[src/rtl/lcd_cmd_sequencer_pkg.sv]
// Shared definitions for the LCD command sequencer.
// Holds the 4-bit LCD opcode constants, the issue FSM state encoding, and
// a helper that tells legal opcodes from undefined ones.
package lcd_pkg;

    typedef logic [3:0] cmd_t;

    localparam cmd_t CMD_WRITE       = 4'd0;
    localparam cmd_t CMD_SHIFT_UP    = 4'd1;
    localparam cmd_t CMD_SHIFT_DOWN  = 4'd2;
    localparam cmd_t CMD_SHIFT_LEFT  = 4'd3;
    localparam cmd_t CMD_SHIFT_RIGHT = 4'd4;
    localparam cmd_t CMD_MAX         = 4'd5;
    localparam cmd_t CMD_MIN         = 4'd6;
    localparam cmd_t CMD_AVERAGE     = 4'd7;
    localparam cmd_t CMD_ROT_CCW     = 4'd8;
    localparam cmd_t CMD_ROT_CW      = 4'd9;
    localparam cmd_t CMD_MIRROR_X    = 4'd10;
    localparam cmd_t CMD_MIRROR_Y    = 4'd11;
    localparam cmd_t CMD_LAST        = CMD_MIRROR_Y;

    typedef enum logic [1:0] {
        ST_IDLE  = 2'd0,
        ST_ACK   = 2'd1,
        ST_WDONE = 2'd2,
        ST_RUN   = 2'd3
    } state_t;

    function automatic logic cmd_is_legal(input cmd_t c);
        return (c <= CMD_LAST);
    endfunction

endpackage

[src/rtl/lcd_cmd_sequencer_if.sv]
// Handshake bundle for the LCD command sequencer.
// Carries both requester valid/cmd/ready channels and the LCD controller
// cmd/cmd_valid/busy/done port.
//   master : requester + LCD controller side (drives requests, busy, done)
//   slave  : sequencer side (drives ready, lcd_cmd, lcd_cmd_valid)
interface lcd_cmd_sequencer_if;
    import lcd_pkg::*;

    logic req0_valid;
    cmd_t req0_cmd;
    logic req0_ready;
    logic req1_valid;
    cmd_t req1_cmd;
    logic req1_ready;
    cmd_t lcd_cmd;
    logic lcd_cmd_valid;
    logic lcd_busy;
    logic lcd_done;

    modport master (
        output req0_valid, req0_cmd, req1_valid, req1_cmd, lcd_busy, lcd_done,
        input  req0_ready, req1_ready, lcd_cmd, lcd_cmd_valid
    );

    modport slave (
        input  req0_valid, req0_cmd, req1_valid, req1_cmd, lcd_busy, lcd_done,
        output req0_ready, req1_ready, lcd_cmd, lcd_cmd_valid
    );

endinterface

[src/rtl/lcd_cmd_sequencer_fifo.sv]
// Synchronous command FIFO used by the LCD command sequencer.
// Ports: clk, reset (async, active-high), push/din, pop/dout (head, valid
// whenever not empty), full, empty, level (occupancy 0..DEPTH).
// DEPTH must be a power of two so the pointers wrap naturally.
module lcd_cmd_fifo #(
    parameter  int DEPTH = 4,
    parameter  int WIDTH = 4,
    localparam int AW    = $clog2(DEPTH),
    localparam int LW    = $clog2(DEPTH + 1)
) (
    input  logic             clk,
    input  logic             reset,
    input  logic             push,
    input  logic [WIDTH-1:0] din,
    input  logic             pop,
    output logic [WIDTH-1:0] dout,
    output logic             full,
    output logic             empty,
    output logic [LW-1:0]    level
);

    logic [WIDTH-1:0] mem [DEPTH];
    logic [AW-1:0]    wr_ptr;
    logic [AW-1:0]    rd_ptr;
    logic             do_push;
    logic             do_pop;

    assign full    = (level == LW'(DEPTH));
    assign empty   = (level == '0);
    assign do_push = push && !full;
    assign do_pop  = pop && !empty;
    assign dout    = mem[rd_ptr];

    // Storage is data only; it needs no reset.
    always_ff @(posedge clk) begin
        if (do_push) begin
            mem[wr_ptr] <= din;
        end
    end

    always_ff @(posedge clk or posedge reset) begin
        if (reset) begin
            wr_ptr <= '0;
            rd_ptr <= '0;
            level  <= '0;
        end else begin
            if (do_push) begin
                wr_ptr <= wr_ptr + AW'(1);
            end
            if (do_pop) begin
                rd_ptr <= rd_ptr + AW'(1);
            end
            case ({do_push, do_pop})
                2'b10:   level <= level + LW'(1);
                2'b01:   level <= level - LW'(1);
                default: level <= level;
            endcase
        end
    end

endmodule

[src/rtl/lcd_cmd_sequencer.sv]
// LCD command sequencer: round-robin arbiter for two requesters feeding a
// command FIFO, plus an issue FSM that hands commands one at a time to the
// LCD controller and supervises each with a watchdog.
// Ports:
//   clk, reset   : clock, asynchronous active-high reset
//   bus (slave)  : requester valid/cmd/ready pairs and LCD cmd/valid/busy/done
//   clr_err      : clears the sticky error flags
//   fifo_level   : FIFO occupancy
//   idle         : FIFO empty, FSM idle and LCD not busy
//   write_cnt    : completed Write commands (wraps)
//   err_timeout  : sticky, watchdog expired
//   err_illegal  : sticky, opcode 12..15 was granted
module lcd_cmd_sequencer
    import lcd_pkg::*;
#(
    parameter  int DEPTH   = 4,
    parameter  int TIMEOUT = 255,
    parameter  int CNT_W   = 8,
    localparam int LW      = $clog2(DEPTH + 1),
    localparam int TW      = $clog2(TIMEOUT + 1)
) (
    input  logic                 clk,
    input  logic                 reset,
    lcd_cmd_sequencer_if.slave   bus,
    input  logic                 clr_err,
    output logic [LW-1:0]        fifo_level,
    output logic                 idle,
    output logic [CNT_W-1:0]     write_cnt,
    output logic                 err_timeout,
    output logic                 err_illegal
);

    logic   fifo_full;
    logic   fifo_empty;
    cmd_t   fifo_head;
    logic   push;
    logic   pop;
    cmd_t   sel_cmd;
    logic   grant0;
    logic   grant1;
    logic   contested;
    logic   new_illegal;
    logic   rr_ptr;          // 0 favours req0, 1 favours req1

    state_t           state, state_n;
    logic [TW-1:0]    timer, timer_n;
    cmd_t             cmd_q, cmd_n;
    logic             valid_q, valid_n;
    logic             is_write, is_write_n;
    logic [CNT_W-1:0] wcnt_n;
    logic             timeout_hit;

    lcd_cmd_fifo #(.DEPTH(DEPTH), .WIDTH(4)) u_fifo (
        .clk   (clk),
        .reset (reset),
        .push  (push),
        .din   (sel_cmd),
        .pop   (pop),
        .dout  (fifo_head),
        .full  (fifo_full),
        .empty (fifo_empty),
        .level (fifo_level)
    );

    // Arbiter: ready is decided from the pre-pop FIFO state, so a full FIFO
    // refuses both requesters even when a pop happens in the same cycle.
    always_comb begin
        grant0 = 1'b0;
        grant1 = 1'b0;
        if (!fifo_full) begin
            if (bus.req0_valid && bus.req1_valid) begin
                grant0 = !rr_ptr;
                grant1 = rr_ptr;
            end else begin
                grant0 = bus.req0_valid;
                grant1 = bus.req1_valid;
            end
        end
    end

    assign contested      = bus.req0_valid && bus.req1_valid && !fifo_full;
    assign sel_cmd        = grant1 ? bus.req1_cmd : bus.req0_cmd;
    // Illegal opcodes are acknowledged but never enter the FIFO.
    assign push           = (grant0 || grant1) && cmd_is_legal(sel_cmd);
    assign new_illegal    = (grant0 || grant1) && !cmd_is_legal(sel_cmd);
    assign bus.req0_ready = grant0;
    assign bus.req1_ready = grant1;

    // The pointer only moves when it actually settled a contest.
    always_ff @(posedge clk or posedge reset) begin
        if (reset) begin
            rr_ptr <= 1'b0;
        end else if (contested) begin
            rr_ptr <= !rr_ptr;
        end
    end

    always_comb begin
        state_n     = state;
        timer_n     = timer;
        cmd_n       = cmd_q;
        valid_n     = 1'b0;
        is_write_n  = is_write;
        wcnt_n      = write_cnt;
        pop         = 1'b0;
        timeout_hit = 1'b0;
        case (state)
            ST_IDLE: begin
                if (!fifo_empty && !bus.lcd_busy) begin
                    pop        = 1'b1;
                    cmd_n      = fifo_head;
                    valid_n    = 1'b1;
                    timer_n    = '0;
                    is_write_n = (fifo_head == CMD_WRITE);
                    state_n    = ST_ACK;
                end
            end
            ST_ACK, ST_WDONE, ST_RUN: begin
                // Watchdog wins over any normal progress; the command is dropped.
                if (timer == TW'(TIMEOUT)) begin
                    timeout_hit = 1'b1;
                    timer_n     = '0;
                    state_n     = ST_IDLE;
                end else begin
                    timer_n = timer + TW'(1);
                    if (state == ST_ACK) begin
                        if (bus.lcd_busy) begin
                            state_n = is_write ? ST_WDONE : ST_RUN;
                        end
                    end else if (state == ST_WDONE) begin
                        if (bus.lcd_done) begin
                            wcnt_n  = write_cnt + CNT_W'(1);
                            state_n = ST_RUN;
                        end
                    end else begin
                        if (!bus.lcd_busy) begin
                            state_n = ST_IDLE;
                        end
                    end
                end
            end
            default: state_n = ST_IDLE;
        endcase
    end

    always_ff @(posedge clk or posedge reset) begin
        if (reset) begin
            state       <= ST_IDLE;
            timer       <= '0;
            cmd_q       <= '0;
            valid_q     <= 1'b0;
            is_write    <= 1'b0;
            write_cnt   <= '0;
            err_timeout <= 1'b0;
            err_illegal <= 1'b0;
        end else begin
            state       <= state_n;
            timer       <= timer_n;
            cmd_q       <= cmd_n;
            valid_q     <= valid_n;
            is_write    <= is_write_n;
            write_cnt   <= wcnt_n;
            // A new error in the clearing cycle keeps the flag set.
            err_timeout <= (err_timeout && !clr_err) || timeout_hit;
            err_illegal <= (err_illegal && !clr_err) || new_illegal;
        end
    end

    assign bus.lcd_cmd       = cmd_q;
    assign bus.lcd_cmd_valid = valid_q;
    assign idle              = fifo_empty && (state == ST_IDLE) && !bus.lcd_busy;

endmodule
[src/flat_wrapper.sv]
// flat-port wrapper written by rule: the top's interface ports become plain ports
module lcd_cmd_sequencer_flat import lcd_pkg::*;
#(
    parameter  int DEPTH   = 4,
    parameter  int TIMEOUT = 255,
    parameter  int CNT_W   = 8,
    localparam int LW      = $clog2(DEPTH + 1),
    localparam int TW      = $clog2(TIMEOUT + 1)
)
  (clk, reset, clr_err, fifo_level, idle, write_cnt, err_timeout, err_illegal, bus_req0_valid, bus_req0_cmd, bus_req1_valid, bus_req1_cmd, bus_lcd_busy, bus_lcd_done, bus_req0_ready, bus_req1_ready, bus_lcd_cmd, bus_lcd_cmd_valid);
  lcd_cmd_sequencer_if bus_i ();
  input  logic clk;
  input  logic reset;
  input  logic clr_err;
  output logic [LW-1:0] fifo_level;
  output logic idle;
  output logic [CNT_W-1:0] write_cnt;
  output logic err_timeout;
  output logic err_illegal;
  input wire logic [$bits(bus_i.req0_valid)-1:0] bus_req0_valid;
  input wire logic [$bits(bus_i.req0_cmd)-1:0] bus_req0_cmd;
  input wire logic [$bits(bus_i.req1_valid)-1:0] bus_req1_valid;
  input wire logic [$bits(bus_i.req1_cmd)-1:0] bus_req1_cmd;
  input wire logic [$bits(bus_i.lcd_busy)-1:0] bus_lcd_busy;
  input wire logic [$bits(bus_i.lcd_done)-1:0] bus_lcd_done;
  output wire logic [$bits(bus_i.req0_ready)-1:0] bus_req0_ready;
  output wire logic [$bits(bus_i.req1_ready)-1:0] bus_req1_ready;
  output wire logic [$bits(bus_i.lcd_cmd)-1:0] bus_lcd_cmd;
  output wire logic [$bits(bus_i.lcd_cmd_valid)-1:0] bus_lcd_cmd_valid;
  assign bus_i.req0_valid = bus_req0_valid;
  assign bus_i.req0_cmd = bus_req0_cmd;
  assign bus_i.req1_valid = bus_req1_valid;
  assign bus_i.req1_cmd = bus_req1_cmd;
  assign bus_i.lcd_busy = bus_lcd_busy;
  assign bus_i.lcd_done = bus_lcd_done;
  assign bus_req0_ready = bus_i.req0_ready;
  assign bus_req1_ready = bus_i.req1_ready;
  assign bus_lcd_cmd = bus_i.lcd_cmd;
  assign bus_lcd_cmd_valid = bus_i.lcd_cmd_valid;
  lcd_cmd_sequencer #(.DEPTH(DEPTH), .TIMEOUT(TIMEOUT), .CNT_W(CNT_W)) u_core (.clk(clk), .reset(reset), .bus(bus_i), .clr_err(clr_err), .fifo_level(fifo_level), .idle(idle), .write_cnt(write_cnt), .err_timeout(err_timeout), .err_illegal(err_illegal));
endmodule
[config.mk]
export PLATFORM = sky130hd
export DESIGN_NAME = lcd_cmd_sequencer_flat
export DESIGN_NICKNAME = d
export VERILOG_FILES = /design/src/rtl/lcd_cmd_sequencer_pkg.sv /design/src/rtl/lcd_cmd_sequencer_if.sv /design/src/rtl/lcd_cmd_sequencer_fifo.sv /design/src/rtl/lcd_cmd_sequencer.sv /design/src/flat_wrapper.sv
export SDC_FILE = /design/constraint.sdc
export NUM_CORES = 1
export LEC_CHECK = 0
export CORE_UTILIZATION = 56
export CTS_BUF_LIST = sky130_fd_sc_hd__clkbuf_4 sky130_fd_sc_hd__clkbuf_8
export DETAILED_ROUTE_END_ITERATION = 6
export PLACE_DENSITY = 0.86
export SYNTH_ARGS = -nofsm -noshare
export SYNTH_HDL_FRONTEND = slang
export SYNTH_HIERARCHICAL = 1
export SYNTH_SLANG_ARGS = --single-unit
export TNS_END_PERCENT = 5
[constraint.sdc]
create_clock -name clk -period 3.4 [get_ports clk]
set_input_delay 0.51 -clock clk [delete_from_list [all_inputs] [get_ports clk]]
set_output_delay 0.51 -clock clk [all_outputs]
set_load 0.1 [all_outputs]
* Yosys cells after proc, flatten, opt, wreduce, memory -nomap -nowiden
Memory sizes are Yosys's and may differ from the RTL's.
Index checks and enable logic that the tools add are counted.
** Operators by class
- Multiplexer cells :: 24
- Order comparisons :: 1
- Equal/unequal tests :: 11
- Add/subtract/negate cells :: 6
- Bitwise gates (word level) :: 2
- Reduce and logical (&&, ||, !) cells :: 28
** Operator list (count)
- $add 8x1->8 const B :: 2
- $mux 8 :: 2
- $pmux 8 s2 :: 1
- $mux 2 :: 7
- $logic_and 1x1->1 :: 11
- $mux 1 :: 11
- $eq 8x8->1 const B :: 1
- $eq 2x2->1 const B :: 3
- $logic_not 1->1 :: 6
- $pmux 3 s2 :: 1
- $ne 5x2->1 const B :: 1
- $ne 5x3->1 const B :: 1
- $reduce_and 5->1 :: 1
- $add 2x1->2 const B :: 2
- $eq 2x1->1 const B :: 2
- $le 4x4->1 const B :: 1
- $logic_not 4->1 :: 1
- $mux 4 :: 1
- $ne 4x3->1 const B :: 1
- $pmux 2 s2 :: 1
- $reduce_and 4->1 :: 1
- $add 3x1->3 const B :: 1
- $eq 3x3->1 const B :: 1
- $logic_not 3->1 :: 1
- other kinds (8) :: 11
** Storage, ports and cells
- Output and inout bits :: 21
- Bits of input ports :: 15
- Bits in registers :: 34
- Logic and storage cells :: 85
- Memories :: 1
- RAM bits :: 16
** Memory list
- u_core.u_fifo.mem :: words 4, bits a word 4, read ports 1, clocked after memory_dff 0, write ports 1, RTL line lcd_cmd_sequencer_fifo.sv:22 : logic [WIDTH-1:0] mem [DEPTH];

* Depth between registers and ports, before layout
- Word-level depth :: 9
- Gate-level depth with buffers :: 12
- Mapped depth without buffers :: 12

* By module
The synthesis kept the hierarchy.
** By module, submodules not included
- lcd_cmd_sequencer :: cells each 135, sequential area each 675.6 µm², times used 1, area each 1428.9 µm²
- lcd_cmd_fifo :: cells each 59, sequential area each 655.6 µm², times used 1, area each 1021.0 µm²

* Worst setup path after synthesis
No wires, ideal clock.
- Path type :: register to register
- Start point :: reg u_core.u_fifo.level[2]
- End point :: reg u_core.u_fifo.level[2]
- Cell stages (with the launch flop) :: 13
- Period minus slack after synthesis :: 3399 ps
- Setup time :: 164 ps
- Data arrival time :: 3235 ps
- Buffers on the path :: 0
- Data required time :: 3236 ps
- Setup slack :: 1 ps
- Cell sequence :: dfrtp_1 > nor3b_4 > nand3b_1 > mux2_2 > nor3b_1 > nor2b_4 > inv_1 > ha_1 > inv_1 > fa_1 > xor2_1 > nor2_1 > xor2_1
** On the way
- Cells in the longest elaborated chain, start to end :: 8
- Elaborated cells on any way between the ends :: 21
- Classes of those cells :: 2 x add/sub; 1 x order compare; 3 x eq/ne; 6 x mux; 9 x reduce/logical
** Ends and longest elaborated chain
- start: declaration :: RTL line lcd_cmd_sequencer_fifo.sv:19 : output logic [LW-1:0] level
- start signal: assignment :: RTL line lcd_cmd_sequencer_fifo.sv:54 : 2'b10: level <= level + LW'(1);
- start signal: assignment :: RTL line lcd_cmd_sequencer_fifo.sv:55 : 2'b01: level <= level - LW'(1);
- start signal: assignment :: RTL line lcd_cmd_sequencer_fifo.sv:56 : default: level <= level;
- $eq 3x3->1 (*) :: RTL line lcd_cmd_sequencer_fifo.sv:28 : assign full = (level == LW'(DEPTH));
- named net u_core.fifo_full :: RTL line lcd_cmd_sequencer.sv:33 : logic fifo_full;
- $mux 1 :: RTL line lcd_cmd_sequencer.sv:70 : if (!fifo_full) begin
- $mux 4 :: RTL line lcd_cmd_sequencer.sv:82 : assign sel_cmd = grant1 ? bus.req1_cmd : bus.req0_cmd;
- $le 4x4->1 :: RTL line lcd_cmd_sequencer_pkg.sv:30 : return (c <= CMD_LAST);
- $logic_and 1x1->1 (*) :: RTL line lcd_cmd_sequencer.sv:84 : assign push = (grant0 || grant1) && cmd_is_legal(sel_cmd);
- named net u_core.push :: RTL line lcd_cmd_sequencer.sv:36 : logic push;
- $logic_and 1x1->1 (*) :: RTL line lcd_cmd_sequencer_fifo.sv:30 : assign do_push = push && !full;
- $eq 2x1->1 or $eq 2x2->1 (tied branches) :: RTL line lcd_cmd_sequencer_fifo.sv:53 : case ({do_push, do_pop})
- $pmux 3 s2 or $reduce_bool 2->1 (tied branches)
Mark *: on every way through the listed nets, which the timed path passes. The rest lies on a longest branch.
A chain may end at the register's enable or synchronous reset.

* Worst setup path in the final report
- Start point :: reg u_core.u_fifo.level[0]
- End point :: reg u_core.u_fifo.level[2]
The elaborated chain is that of the path after synthesis.

==> impl_metrics.csv <==
group,metric,value,unit
outcome,status,"finished, final reports clean",
sta,setup-tns-final,0,ps
yosys,synth_flop_cell,"dfrtp_1",
hold_path,hold_path.class,"primary input to asynchronous set/reset pin",
power_and_ir_drop,ir_worst_vdd,731,uV
clock_tree,cts_buffers,5,
sta,setup-violations-final,0,
layout,seq_area,1330,um^2
power_and_ir_drop,p_clk_share,14.0,%
critical_path,path_cells,"nor3b_4, nand3b_1, mux2_2, nor3b_1, nor2b_4, inv_1, ha_1, inv_1, fa_1, xor2_1, nor2_1, xor2_1",
clock_tree,post_cts_buffers,0,
yosys,synthCells,194,
placement,gp_congestion,0.787,
global_route,grt_max_degree,28,
power_and_ir_drop,p_comb_share,52.1,%
clock_tree,clockBufferDepth,2,
yosys,synth.area.top_cells,"dfrtp_1 35%, edfxtp_1 20%, ha_1 6.1%, mux2_2 5.1%, xnor2_1 3.9%",
global_route,grt_pass1_wl,7450,um
clock_tree,cts_sinks,50,
floorplan,boundaryPins,36,
power_and_ir_drop,netSwitchingPower,1.41,mW
yosys,avgSynthCellArea,12.6,um^2
yosys,yosysSeqAreaShare,54.3,%
critical_path,critPathMaxFanout,7,
sta,layout_setup_ws,464,ps
clock_tree,htreeDepth,2,
yosys,synth_edf_count,16,
routing,drtAntennaViolNets,0,
floorplan,die-area,4640,um^2
power_and_ir_drop,switching_share,46.6,%
critical_path,crit_slowest_cell,"dfrtp_1",
routing,route.met2.wl,2440,um
routing,vias_per_cell,5.46,
power_and_ir_drop,sequentialPowerShare,33.9,%
clock_tree,cts_resized,0,
routing,vias,1561,
clock_tree,cts_root_buf,"clkbuf_8",
critical_path,cp.arrival,3160,ps
routing,routed-wl-met3,140,um
yosys,synth_top_area_share,34.7,%
clock_tree,clkTransAtPathRegs,90,ps
routing,dr.first_iter.drc_count,78,
power_and_ir_drop,p_per_area,1020,nW/um^2
critical_path,cpPeakStageDelay,490,ps
layout,fin_util,72.6,%
floorplan,coreArea,4090,um^2
critical_path,cp.required,3630,ps
layout,final_nets,263,
sta,skew,11.4,ps
global_route,antenna_found_initial,0,
global_route,grt_overflow,0,
yosys,async_flop_share,68.0,%
clock_tree,cts_hold_buffers,0,
critical_path,worst-path-buf-inv,2,
global_route,grt_pass1_vias,1561,
routing,wl_per_cell,15.8,um
floorplan,start_util,60.0,%
sta,finalHoldViolations,0,
routing,wirelength,4530,um
floorplan,die_h,68.1,um
layout,syn_to_final_growth,21.1,%
critical_path,cp_top_family,"simple AND/OR/NAND/NOR gates",
sta,post-route-period-util,86.4,%
layout,n_antenna_cell,0,
routing,routedLengthMet1,1890,um
critical_path,end_kind,"register",
yosys,synth_top_area_cell,"dfrtp_1",
layout,drive_gt1_share,16.1,%
yosys,syn-cell-area,2450,um^2
floorplan,num_rows,23,
placement,dp_hpwl,3370,um
layout,nFillCells,282,
flow_run,maxCapViolCount,0,
placement,dp_slack,340,ps
layout,multi_input_area,1040,um^2
critical_path,path_class,"register to register",
clock_tree,clk_latency,300,ps
sta,worst-slew-pin-transition,992,ps
sta,slew_violations,0,
floorplan,die_x,68.1,um
power_and_ir_drop,leakage,1.26,nW
placement,numPortBuffers,35,
global_route,track_usage,22.6,%
yosys,synth_warnings,6,
power_and_ir_drop,intPower,1.62,mW
critical_path,cp-start-kind,"register",
yosys,ys_ff_latch,50,
routing,drc,0,
yosys,syn_nets,222,
clock_tree,cts_tree,"built",
sta,relSlewSlack,33.8,%
sta,rsz0062_at_grt,"false",
routing,first_pass_iters,4,
routing,maxUsedRoutingLayer,"met4",
yosys,synth.distinct_cells,41,
sta,max_freq,341,MHz
sta,fin_crit,2940,ps
==> cells in the final DEF (no fill, tap or decap), types with 2 or more instances in the layout <==
| cell | count |
|---|---|
| clkdlybuf4s50_1 | 31 |
| nand2b_1 | 5 |
| nand3b_1 | 3 |
| nor3_1 | 2 |
| inv_1 | 18 |
| edfxtp_1 | 16 |
| ha_1 | 12 |
| buf_4 | 6 |
| nor2_1 | 3 |
| clkbuf_8 | 5 |
| o21ai_0 | 9 |
| mux2i_1 | 4 |
| o22ai_1 | 2 |
| mux2_2 | 11 |
| xor2_1 | 4 |
| nand4_1 | 4 |
| a21oi_1 | 7 |
| and3_1 | 3 |
| nand3_1 | 3 |
| mux4_2 | 4 |
| xnor2_1 | 11 |
| and2_2 | 3 |
| nand2_1 | 14 |
| dfrtp_1 | 34 |
==> cell usage after synthesis (all sizes together) (5+ instances only) <==
master	count
dfrtp	34
inv	18
edfxtp	16
nand2	14
ha	12
mux2	12
xnor2	11
o21ai	9
a21oi	7
nand2b	5
==> final timing paths <==
path / endpoint / cells after the start / slack, ps / startpoint
max: u_core/u_fifo/level[2] / 12 / 460 / u_core/u_fifo/level[0]
min: u_core/u_fifo/level[1] / 2 / 470 / reset
max reg2reg: u_core/u_fifo/level[2] / 12 / 460 / u_core/u_fifo/level[0]
min reg2reg: u_core/write_cnt[7] / 1 / 480 / u_core/write_cnt[7]
max in group asynchronous: u_core/bus.lcd_cmd_valid / 2 / 2030 / reset
min in group clk: u_core/write_cnt[7] / 1 / 480 / u_core/write_cnt[7]
==> cells by family after synthesis <==
group                    after synthesis  share of synthesized area [%]
adder cells (fa/ha/maj)               13                           6.95
flip-flops                            50                           54.3
buffers and inverters                 21                           3.37
AO/OA/AOI/OAI                         27                           7.30
multiplexers                          20                           11.0
XOR/XNOR                              15                           5.36
AND/OR/NAND/NOR                       48                           11.7
==> power by group through the flow <==
stage / combinational [mW] / sequential, mW / clock [mW]
3_3_place_gp: 1.53 / 1.03 / 0
6_report: 1.58 / 1.03 / 0.425
4_1_cts: 1.59 / 1.03 / 0.435
2_1_floorplan: 0.762 / 1.47 / 0
3_5_place_dp: 1.57 / 1.04 / 0
5_1_grt: 1.68 / 1.05 / 0.461
==> cell type report <==
| class | count | area share (%) |
|---|---|---|
| Inverter | 18 | 2.28 |
| Clock inverter | 2 | 1.31 |
| Multi-Input combinational cell | 123 | 34.9 |
| Sequential cell | 50 | 44.9 |
| Timing Repair Buffer | 37 | 12.0 |
| Tap cell | 50 | 2.11 |
| Clock buffer | 6 | 2.57 |
==> routing by layer <==
layer,GRT usage (%),vias up
met3,5.50,7
met1,26.9,758
li1,-,767
met5,0,-
met4,7.03,0
met2,40.0,29
==> worst reg2reg max path, cell delays in order, from the launching register on <==
cell	delay, ps
dfrtp_1	490
nor3b_4	360
nand3b_1	190
mux2_2	360
nor3b_1	140
nor2b_4	160
inv_1	70
ha_1	180
inv_1	70
fa_1	400
xor2_1	160
nor2_1	150
xor2_1	150
==> sequential cells by signal (all words and copies together), names as in the netlist <==
register and flops:
u_core/rr_ptr 1, u_core/u_fifo/wr_ptr 2, u_core/bus.lcd_cmd 4, u_core/bus.lcd_cmd_valid 1, u_core/timer 8, u_core/state 2, u_core/u_fifo/mem 16, u_core/u_fifo/level 3
u_core/write_cnt 8, u_core/err_timeout 1, u_core/err_illegal 1, u_core/u_fifo/rd_ptr 2, u_core/is_write 1
==> metrics by stage <==
stage                     cells  total power, mW  hold slack (ps)  instance area, um^2
after floorplan             194             2.23              313                 2450
after detailed placement    278             2.61              481                 2850
after global routing        286             3.19              496                 2970
after CTS                   286             3.05              468                 2970
after global placement      278             2.55              460                 2850
final                       286             3.03              472                 2970
No activity file was read; power rests on OpenSTA's default activity.
